==> src/rtl/uart_tx_arbiter.sv <==
// Round-robin arbiter sharing one UART transmitter between NUM_REQ byte sources,
// with an inter-frame idle gap and a sticky watchdog on the transmitter's done pulse.
module uart_tx_arbiter #(
    parameter int NUM_REQ        = 2,
    parameter int DATA_W         = 8,
    parameter int GAP_CYCLES     = 16,
    parameter int TIMEOUT_CYCLES = 200000
) (
    input  logic                       clk,
    input  logic                       rst,
    input  logic [NUM_REQ-1:0]         req_valid,
    input  logic [NUM_REQ*DATA_W-1:0]  req_data,
    output logic [NUM_REQ-1:0]         req_ready,
    output logic                       tx_send,
    output logic [DATA_W-1:0]          tx_data,
    input  logic                       tx_done,
    output logic                       busy,
    output logic [$clog2(NUM_REQ)-1:0] grant_id,
    output logic                       timeout_err,
    input  logic                       err_clr
);
    localparam int IDW     = $clog2(NUM_REQ);
    localparam int CNT_MAX = (TIMEOUT_CYCLES > GAP_CYCLES) ? TIMEOUT_CYCLES : GAP_CYCLES;
    localparam int CW      = $clog2(CNT_MAX);

    typedef enum logic [1:0] {IDLE, LOAD, WAIT_DONE, GAP} state_e;

    // With no gap configured the frame end returns straight to arbitration.
    localparam state_e          POST_STATE = (GAP_CYCLES == 0) ? IDLE : GAP;
    localparam logic [CW-1:0]   TO_LAST    = CW'(TIMEOUT_CYCLES - 1);
    localparam logic [CW-1:0]   GAP_LAST   = CW'(GAP_CYCLES - 1);
    localparam logic [IDW-1:0]  LAST_IDX   = IDW'(NUM_REQ - 1);

    state_e              state_q, state_d;
    logic [CW-1:0]       cnt_q, cnt_d;
    logic [IDW-1:0]      rr_q, rr_d;
    logic [IDW-1:0]      gid_q, gid_d;
    logic [DATA_W-1:0]   data_q, data_d;
    logic                busy_q;
    logic                err_q, err_d;
    logic                to_hit;

    logic                sel_found;
    logic [IDW-1:0]      sel_idx;
    logic [IDW-1:0]      scan_idx;
    logic [DATA_W-1:0]   sel_data;

    // Scan starts just after the last winner so every other valid source goes first.
    always_comb begin
        sel_found = 1'b0;
        sel_idx   = '0;
        scan_idx  = rr_q;
        for (int off = 0; off < NUM_REQ; off++) begin
            scan_idx = (scan_idx == LAST_IDX) ? '0 : scan_idx + 1'b1;
            if (!sel_found && req_valid[scan_idx]) begin
                sel_found = 1'b1;
                sel_idx   = scan_idx;
            end
        end
    end

    always_comb begin
        sel_data = '0;
        for (int i = 0; i < NUM_REQ; i++) begin
            if (sel_idx == IDW'(i)) begin
                sel_data = req_data[i*DATA_W +: DATA_W];
            end
        end
    end

    assign to_hit = (state_q == WAIT_DONE) && !tx_done && (cnt_q == TO_LAST);
    assign err_d  = to_hit | (err_q & ~err_clr);

    always_comb begin
        state_d = state_q;
        cnt_d   = cnt_q;
        rr_d    = rr_q;
        gid_d   = gid_q;
        data_d  = data_q;
        case (state_q)
            IDLE: begin
                if (sel_found) begin
                    state_d = LOAD;
                    rr_d    = sel_idx;
                    gid_d   = sel_idx;
                    data_d  = sel_data;
                end
            end
            LOAD: begin
                state_d = WAIT_DONE;
                cnt_d   = '0;
            end
            WAIT_DONE: begin
                // tx_done takes priority over an expiring watchdog in the same cycle.
                if (tx_done || cnt_q == TO_LAST) begin
                    state_d = POST_STATE;
                    cnt_d   = '0;
                end else begin
                    cnt_d = cnt_q + 1'b1;
                end
            end
            GAP: begin
                if (cnt_q == GAP_LAST) begin
                    state_d = IDLE;
                    cnt_d   = '0;
                end else begin
                    cnt_d = cnt_q + 1'b1;
                end
            end
            default: state_d = IDLE;
        endcase
    end

    always_comb begin
        tx_send   = 1'b0;
        req_ready = '0;
        if (state_q == LOAD) begin
            tx_send          = 1'b1;
            req_ready[gid_q] = 1'b1;
        end
    end

    always_ff @(posedge clk or negedge rst) begin
        if (!rst) begin
            state_q <= IDLE;
            cnt_q   <= '0;
            rr_q    <= LAST_IDX;
            gid_q   <= '0;
            data_q  <= '0;
            busy_q  <= 1'b0;
            err_q   <= 1'b0;
        end else begin
            state_q <= state_d;
            cnt_q   <= cnt_d;
            rr_q    <= rr_d;
            gid_q   <= gid_d;
            data_q  <= data_d;
            busy_q  <= (state_d != IDLE);
            err_q   <= err_d;
        end
    end

    assign tx_data     = data_q;
    assign grant_id    = gid_q;
    assign busy        = busy_q;
    assign timeout_err = err_q;

endmodule
==> config.mk <==
export PLATFORM = sky130hd
export DESIGN_NAME = uart_tx_arbiter
export DESIGN_NICKNAME = d
export VERILOG_FILES = /design/src/rtl/uart_tx_arbiter.sv
export SDC_FILE = /design/constraint.sdc
export NUM_CORES = 1
export LEC_CHECK = 0
export ABC_AREA = 0
export BUFFER_PORTS_ARGS = -buffer_cell sky130_fd_sc_hd__buf_2
export CAP_MARGIN = 10
export CORE_MARGIN = 2
export CORE_UTILIZATION = 60
export CTS_BUF_LIST = sky130_fd_sc_hd__clkbuf_2
export DETAILED_ROUTE_END_ITERATION = 8
export GPL_ROUTABILITY_DRIVEN = 0
export GPL_TIMING_DRIVEN = 0
export MAX_ROUTING_LAYER = met4
export PLACE_DENSITY = 0.92
export SYNTH_ARGS = -nofsm -noshare
export SYNTH_HDL_FRONTEND = slang
export SYNTH_SLANG_ARGS = --single-unit
==> constraint.sdc <==
create_clock -name clk -period 2.7 [get_ports clk]
set_input_delay 0.405 -clock clk [delete_from_list [all_inputs] [get_ports clk]]
set_output_delay 0.405 -clock clk [all_outputs]
set_load 0.05 [all_outputs]
==> flow_summary.toml, run 1 <==
[critical_path]
critical_path_class = "reg2reg"
cp-end-kind = "flip-flop"
critPathTopFamily = "simple AND/OR/NAND/NOR gates"
cp_slowest_cell = "dfrtp_1"
reg2reg_setup_slack_ns = 0.64
worstPathRequired_ns = 2.95
arrival_ns = 2.31
startpoint_type = "flip-flop"
cp_num_buf_inv = 0
worstPathMaxFanout = 5
cp_cell_sequence = "ha_1 -> and3_1 -> nand3_1 -> o311a_4 -> nor2_1 -> o21ai_0"
worst_path_largest_cell_delay_ns = 0.42

[status]
status = "finished, final reports clean"

[power_and_ir_drop]
ir_drop_mv = 0.4937
power_leakage_uw = 0.0009592
powerDensity_nw_per_um2 = 604.0
p_total_uw = 1222

[placed_design]
numPortBuffers = 35
dpl.cell_count = 271
dp.final_hpwl_mm = 2.964

[timing]
clock_skew_ns = 0.02223
slew_violations = 0
slew_headroom_pct = 53.36
rsz0062_at_grt = "no"
worst_pin_slew_ns = 0.6996
period_share_pct = 76.21
fmax_mhz = 486.0
hold_viol = 0
fin_setup_tns_ns = 0
finalCriticalPeriod_ns = 2.058
setup_viol = 0

[synth]
synth_cells = 205
synth_common_cells = "38 x nand2_1, 31 x dfrtp_1, 18 x o21ai_0, 14 x nor2_1, 10 x o22ai_1"
yosys_warnings = 0
ys_ff_latch = 32
synth_edf_count = 0
synthMostInstantiatedCell = "nand2_1"
ys_seq_area_share_pct = 45.30
synth_area_um2 = 1770
synth_ff_type = "dfrtp_1"
synth.avg_cell_area_um2 = 8.636
synth_top_cell_by_area = "dfrtp_1"
synthDistinctLibCells = 41
synth.top_cell.area_share_pct = 43.82
syn_nets = 228
async_reset_ff_share_pct = 100.0
synth_area_leaders = "dfrtp_1 44%, nand2_1 8.1%, o21ai_0 5.1%"

[detailed_routing]
vias_per_cell = 5.871
via_count = 1638
ant_nets = 0
drcViolationCount = 0
drtIter0Drc = 119
wl_per_cell_um = 14.35
wirelength_mm = 4.003
firstDrtPassIters = 4

[finish]
drive_gt1_share_pct = 20.16
nNetsFinal = 270
syn_to_final_growth_pct = 14.28
fin_cells = 279
antenna_cells = 0
final_util_pct = 72.74

[clock_network]
cts_root_buffer = "clkbuf_2"
cts_sinks = 32
postCtsSetupBuffers = 0
clk_pin_slew_ns = 0.17
cts_max_level = 2
cts_tree = "done"
cts_resized = 0
cts-hold-fix-buffers = 0
cts_buffers = 5
ctsLongestPathBuffers = 2
clk_latency_ns = 0.39

[floorplanning]
num_io_pins = 36
chipHeight_um = 58.32
die_area_um2 = 3401
start_util_pct = 63.65
chipWidth_um = 58.32
fp-row-count = 19
coreArea_um2 = 2781

[global_routing]
antenna_found_initial = 0
grt_pass1_wl_mm = 6.617
grt_pass1_vias = 1518
grt_overflow_total = 0
grt_util_all_layers_pct = 26.54
grt_start_max_net_pins = 33

[run]
drv_cap = 0

[worst_hold_path]
min_path_type = "in2async"
placed cells by master (no fill, tap or decap), drive strengths merged:
master and instances:
nor3 8, o2111ai 1, dfstp 1, and2b 1, and2 5, nor4 5
or2 1, nor2b 1, or4 1, o22ai 10, mux2i 8, and4 3
o21ba 1, buf 42, inv 7, or3 2, clkbuf 10, nor2 14
clkinv 1, o211ai 1, o21a 2, nand4 1, a21boi 1, xnor2 4
o21ai 20, a311o 1, dfrtp 31, nand2 38, o31a 2, o21bai 1
and3 4, nand2b 1, a31oi 3, a21oi 4, nand3 8, ha 1
a22oi 1, o311a 1, a22o 1
worst reg2reg max path: cells and delay by family (launching register included):
family	cells	cell delay, ns
AND/OR/NAND/NOR	3	0.77
AO/OA/AOI/OAI	2	0.53
flip-flops	1	0.42
adder cells (fa/ha/maj)	1	0.22
stage by stage:
| step | hold slack [ns] | area (um^2) | worst slack (ns) |
|---|---|---|---|
| floorplan | 0.1094 | 1770 | 0.5362 |
| global placement | 0.4573 | 1984 | 0.7444 |
| detailed placement | 0.4657 | 1984 | 0.6653 |
| CTS | 0.05207 | 2023 | 0.6403 |
| global route | 0.08925 | 2023 | 0.4914 |
| finish | 0.03445 | 2023 | 0.6422 |
power by group:
part	internal (uW)	switching [uW]	total (uW)
sequential	548	59.6	607
combinational	137	250	387
clock	69.2	158	228
path summary, 6_finish.rpt:
check,startpoint,to,depth (start not counted)
max,cnt_q[0]$_DFFE_PN0N_,cnt_q[16]$_DFFE_PN0N_,6
min,rst,tx_data[4]$_DFFE_PN0P_,1
max reg2reg,cnt_q[0]$_DFFE_PN0N_,cnt_q[16]$_DFFE_PN0N_,6
min reg2reg,tx_data[5]$_DFFE_PN0P_,tx_data[5]$_DFFE_PN0P_,2
max in group asynchronous,rst,cnt_q[11]$_DFFE_PN0N_,1
min in group clk,err_clr,timeout_err$_DFF_PN0_,2
area by class of cell:
cell class	instances	area (um^2)
multi-input cells	156	892.1
fillers	225	758.2
inverters	7	26.28
clock buffers	7	35.03
well taps	31	38.79
clock inverters	1	3.754
plain buffers	10	50.05
flip-flops and latches	32	802.0
repair buffers	35	175.2
per-layer routing:
metal	track usage (%)	vias up	share of wire (%)
li1	-	814	-
met1	34.40	754	44
met2	39.33	58	48
met3	6.813	12	6.2
met4	11.96	0	2.0
met5	-	-	0
registers in the layout, indices dropped and copies added, names as in the netlist:
register,count
busy,1
cnt_q,18
tx_data,8
rr_q,1
timeout_err,1
state_q,2
grant_id,1
cell families after synthesis:
family                     count (synthesis)  share of synthesized area [%]
DFF                                       32                          45.30
and+or+nand+nor                           93                          24.95
muxes                                      8                          4.523
adders and majority gates                  1                         0.7066
AOI/OAI and AO/OA                         50                          18.23
buffers and inverters                     17                          4.311
xor gates and xnor gates                   4                          1.979
Note: power is estimated with default switching activity, not from simulation.
==> run 2: changes to the inputs <==
Settings changed: ABC_AREA 0 to 1, CORE_UTILIZATION 60 to 51, PLACE_DENSITY 0.92 to 0.83.
Clock period 2.7 ns to 1.85 ns, I/O delays scaled along.
==> run 2 against run 1 <==
Against the previous run: register-to-register slack got worse by 0.51 ns; sequential power increased by 64%; non-clock buffer count decreased by 5; largest power group is now combinational cells; via count increased by 12%.
==> flow_summary.toml, run 2 <==
[detailed_routing]
drcViolationCount = 0
drtIter0Drc = 90
vias_per_cell = 5.083
firstDrtPassIters = 4
wirelength_mm = 4.157
ant_nets = 0
via_count = 1840
wl_per_cell_um = 11.48

[power_and_ir_drop]
combPwrFrac_pct = 43.1
ir_drop_mv = 0.8386
swShare_pct = 48.16
power.share.sequential_pct = 42.3
intPower_uw = 1220
switchingPower_uw = 1134
powerDensity_nw_per_um2 = 1083
power_leakage_uw = 0.001097
clockPowerShare_pct = 14.6

[clock_network]
cts_tree = "done"
postCtsSetupBuffers = 0
cts_max_level = 2
clk_latency_ns = 0.37
cts_sinks = 32
cts_root_buffer = "clkbuf_2"
clk_pin_slew_ns = 0.18
ctsLongestPathBuffers = 2
cts_buffers = 5

[timing]
slew_headroom_pct = 52.88
finalCriticalPeriod_ns = 1.720
fin_setup_tns_ns = 0
clock_skew_ns = 0.008688
rsz0062_at_grt = "no"
fmax_mhz = 581.4
period_share_pct = 92.97
slew_violations = 0
worst_pin_slew_ns = 0.7068
holdWs_ns = 0.05321
setup_viol = 0
hold_viol = 0
setup_slack_ns = 0.1300

[critical_path]
critPathTopFamily = "simple AND/OR/NAND/NOR gates"
worstPathMaxFanout = 10
startpoint_type = "flip-flop"
cp-end-kind = "flip-flop"
worst_path_largest_cell_delay_ns = 0.44
arrival_ns = 2.00
cp_cell_sequence = "ha_1 -> nand2_1 -> nor2_2 -> nand3_2 -> nand3_2 -> nand2_4 -> buf_6 -> nand3_1 -> nand2_1"
startpoint = "cnt_q[0]$_DFFE_PN0N_"
cp_num_buf_inv = 1
critical_path_class = "reg2reg"
timing.rr.start = "cnt_q[0]$_DFFE_PN0N_"
cp_slowest_cell = "dfrtp_2"
worstPathRequired_ns = 2.13

[placed_design]
pre_cts_ws_ns = 0.1394
numPortBuffers = 35
dp.final_hpwl_mm = 3.165
dpl.cell_count = 353

[synth]
yosys_warnings = 0
synth_area_um2 = 1876
synth_cells = 270
synth_top_cell_by_area = "dfrtp_1"
async_reset_ff_share_pct = 100.0
synthDistinctLibCells = 28
synth_edf_count = 0
syn_nets = 293
synth_ff_type = "dfrtp_1"
synth_common_cells = "88 x nand2_1, 40 x nor2_1, 31 x dfrtp_1, 28 x inv_1, 28 x o21ai_0"
synth.top_cell.area_share_pct = 41.36
ys_seq_area_share_pct = 42.76
synthMostInstantiatedCell = "nand2_1"
synth_area_leaders = "dfrtp_1 41%, nand2_1 18%, nor2_1 8.0%"
ys_ff_latch = 32
synth.avg_cell_area_um2 = 6.946

[finish]
drive_gt1_share_pct = 19.43
fin_cells = 362
syn_to_final_growth_pct = 15.88
nNetsFinal = 336
top_register = "cnt_q"
multi_input_area_um2 = 943.4
layout_common_cells = "87 x nand2_1, 40 x nor2_1, 37 x buf_2, 30 x dfrtp_1"
antenna_cells = 0
register_area_um2 = 803.3
fill_cells = 346
largest_reg_flops = 18
layout_commonest_cell = "nand2_1"

[global_routing]
grt_start_max_net_pins = 33
antenna_found_initial = 0
grt_pass1_vias = 1682
grt_overflow_total = 0
grt_util_all_layers_pct = 22.75
grt_pass1_wl_mm = 7.238

[floorplanning]
fp-row-count = 22
num_io_pins = 36
coreArea_um2 = 3606
chipWidth_um = 64.64
chipHeight_um = 64.64
die_area_um2 = 4178
start_util_pct = 52.01

[worst_hold_path]
hold_path_startpoint = "err_clr"
min_path_type = "in2reg"

[run]
drv_cap = 0

[status]
status = "finished, final reports clean"
-- run 2: changes by cell type after synthesis, moves of 7 or more --
| cell | delta |
|---|---|
| nand2_1 | +50 |
| o22ai_1 | -9 |
| mux2i_1 | -8 |
| o21ai_0 | +10 |
| nor3_1 | -7 |
| nand3_1 | +7 |
| nor2_1 | +26 |
| inv_1 | +21 |
-- run 2: per-stage QoR --
step	cell area [um^2]	total power (uW)	util, %
6_report	2173	2354	60.27
5_1_grt	2173	2503	60.27
4_1_cts	2165	2369	60.03
3_5_place_dp	2111	2024	58.54
3_3_place_gp	2111	1991	58.54
2_1_floorplan	1876	1752	-
-- run 2: power by group through the flow --
| stage | logic (uW) | registers, uW | clock network [uW] |
|---|---|---|---|
| after floorplan | 431 | 1320 | 0 |
| after global placement | 995 | 996 | 0 |
| after detailed placement | 1020 | 1000 | 0 |
| after CTS | 1020 | 989 | 356 |
| after global routing | 1110 | 1010 | 382 |
| final | 1010 | 995 | 345 |
-- run 2: cell families (layout without fill, tap and decap cells) --
family	after synthesis	after routing	share of synthesized area (%)
AND/OR/NAND/NOR	161	161	37.09
flip-flops	32	32	42.76
XOR/XNOR	3	3	1.401
adder cells (fa/ha/maj)	1	1	0.6670
AO/OA/AOI/OAI	39	39	10.74
buffers and inverters	34	78	7.338
-- run 2: routing by layer --
layer | wire length (um) | GRT usage [%] | up-vias
li1 | - | - | 943
met1 | 1883 | 27.28 | 840
met2 | 1992 | 38.02 | 53
met3 | 255 | 6.250 | 4
met4 | 25 | 6.117 | 0
met5 | 0 | - | -
-- run 2: final timing paths --
kind	to	slack, ns	cells after the start
max	cnt_q[0]$_DFFE_PN0N_	0.13	9
min	timeout_err$_DFF_PN0_	0.05	2
max reg2reg	cnt_q[0]$_DFFE_PN0N_	0.13	9
min reg2reg	rr_q$_DFFE_PN1P_	0.49	2
max in group asynchronous	cnt_q[0]$_DFFE_PN0N_	0.90	2
min in group asynchronous	cnt_q[6]$_DFFE_PN0N_	0.45	2
-- run 2: cell type report --
| class | count | area share, % |
|---|---|---|
| Clock inverter | 3 | 0.8636 |
| Sequential cell | 32 | 36.96 |
| Multi-Input combinational cell | 204 | 43.41 |
| Buffer | 4 | 1.151 |
| Inverter | 30 | 5.181 |
| Timing Repair Buffer | 36 | 8.520 |
| Clock buffer | 5 | 1.151 |
| Tap cell | 48 | 2.763 |
-- run 2: what timing repair did --
item | CTS | global route
endpoints found under the hold margin | 31 | 0
resized for setup | 0 | 3
hold buffers | 1 | 0
endpoints found under the setup margin | 0 | 3
==> run 3: changes to the inputs <==
Settings changed: CORE_ASPECT_RATIO from default to 0.75.
==> run 3 against run 2 <==
Against the previous run: flip-flop and latch count unchanged; sequential share of layout area down 0.85 points; worst setup slack improved by 0.0065 ns; first-iteration DRC count increased by 110%; final area increased by 2.2%; fmax increased by 0.38%; register-to-register slack better by 0.02 ns; combinational power up 5%; largest cell class unchanged; die area grew 0.13%; global-route usage grew 1.5 points; cell count grew 1.7%; clock power is 41% higher.
==> flow_summary.toml, run 3 (synthesized netlist as in run 2, its figures left out) <==
[status]
status = "finished, final reports clean"

[floorplanning]
chipWidth_um = 74.03
num_io_pins = 36
chipHeight_um = 56.52
start_util_pct = 52.25
fp-row-count = 19
die_area_um2 = 4184
coreArea_um2 = 3590

[worst_hold_path]
min_path_type = "in2reg"
worstHoldPathCells = 2

[global_routing]
use_met2_pct = 32.65
grt_pass1_vias = 1674
use_met3_pct = 5.566
use_met1_pct = 36.08
grt_util_all_layers_pct = 24.20
grt_pass1_wl_mm = 7.610
grt_start_max_net_pins = 33
antenna_found_initial = 0
grt_overflow_total = 0
gr-max-usage-layer = "met1"

[clock_network]
cts_buffers = 5
clk_pin_slew_ns = 0.17
clk_latency_ns = 0.38
cts_sinks = 32
ctsLongestPathBuffers = 2
cts_root_buffer = "clkbuf_2"
cts_max_level = 2
cts_tree = "done"

[timing]
hold_viol = 0
worst_pin_slew_ns = 0.7283
fin_setup_tns_ns = 0
slew_violations = 0
slew_headroom_pct = 51.45
finalCriticalPeriod_ns = 1.713
clock_skew_ns = 0.01900
rsz0062_at_grt = "no"
setup_viol = 0
period_share_pct = 92.62
fmax_mhz = 583.6

[finish]
layout_commonest_cell = "nand2_1"
layout_common_cells = "87 x nand2_1, 40 x nor2_1, 36 x buf_2, 31 x dfrtp_1"
nNetsFinal = 338
antenna_cells = 0
drive_gt1_share_pct = 19.94
top_register = "cnt_q"
design_area_um2 = 2221
fin_cells = 368
final_util_pct = 61.87
largest_reg_flops = 18
syn_to_final_growth_pct = 18.41

[power_and_ir_drop]
ir_drop_mv = 0.9788
powerDensity_nw_per_um2 = 1140
power_leakage_uw = 0.001128

[critical_path]
critPathTopFamily = "flip-flops"
worst_path_largest_cell_delay_ns = 0.48
cp_slowest_cell = "dfrtp_1"
critical_path_class = "reg2out"
r2r_cells = 9
worstPathRequired_ns = 1.57
arrival_ns = 1.44
worstPathMaxFanout = 5
cp_num_buf_inv = 2
cp-end-kind = "primary output"
startpoint_type = "flip-flop"
path_depth = 4
cp_cell_sequence = "inv_1 -> nand2_1 -> nor2_1 -> buf_2"

[detailed_routing]
drcViolationCount = 0
firstDrtPassIters = 4
via_count = 1871
ant_nets = 0
drtIter0Drc = 188
vias_per_cell = 5.084
wl_per_cell_um = 12.05
wirelength_mm = 4.435

[placed_design]
numPortBuffers = 35
dp.final_hpwl_mm = 3.291
dpl-instance-area_um2 = 2116
dpl.cell_count = 357

[run]
drv_cap = 0
==> run 3: cell types whose count changed in the layout (fill, tap and decap cells not counted), sizes merged <==
cell	change
buf	+1
bufinv	+1
clkbuf	+2
clkinvlp	-2
==> run 3: area by class of cell <==
type                       count  area (um^2)
clock buffer                   6        30.03
timing repair buffer          38        202.7
tap                           52        65.06
clock inverter                 2        35.03
sequential                    32        802.0
fill                         314         1369
buffer                         4        25.02
inverter                      30        112.6
multi-input combinational    204        948.4
==> run 3: per-layer routing <==
metal / vias to the layer above / part of all wire [%]
li1: 945 / -
met3: 5 / 4.7
met2: 47 / 45
met1: 874 / 49
met5: - / 0
met4: 0 / 1.0
==> run 3: stage by stage <==
stage | setup WS, ns | total power (uW) | hold WS, ns
floorplan | 0.1724 | 1752 | -0.01809
global route | 0.01559 | 2699 | 0.02850
detailed placement | 0.1435 | 2030 | 0.3689
finish | 0.1365 | 2533 | 0.06618
CTS | 0.07936 | 2503 | 0.06059
global placement | 0.1817 | 1997 | 0.3710
==> run 3: where the power goes <==
part	switching (uW)	internal [uW]
logic	765	297
clock network	255	233
registers	122	860
total	1140	1390
==> run 3: final timing paths <==
kind                                            from                endpoint  slack (ns)
worst max-delay path            state_q[1]$_DFF_PN0_            req_ready[0]        0.14
worst min-delay path                         err_clr   timeout_err$_DFF_PN0_        0.07
worst max register to register  cnt_q[0]$_DFFE_PN0N_   cnt_q[12]$_DFFE_PN0N_        0.15
worst min register to register      rr_q$_DFFE_PN1P_        rr_q$_DFFE_PN1P_        0.48
max in group asynchronous                        rst   cnt_q[10]$_DFFE_PN0N_        0.91
min in group asynchronous                        rst  tx_data[0]$_DFFE_PN0P_        0.46
==> run 3: timing repair <==
item                                    4_1_cts  5_1_grt
endpoints found under the setup margin        0        9
setup buffers                                 0        2
endpoints found under the hold margin        31        0
gates resized for setup                       0        4
hold buffers                                  1        0
==> run 3: worst reg2reg max path: stages (launching register included) <==
cell,delay [ns]
dfrtp_1,0.43
ha_1,0.20
nand2_1,0.12
nor2_4,0.19
nand3_2,0.15
nand3_2,0.11
nand2_4,0.10
buf_6,0.17
nand3_1,0.07
nand2_1,0.05
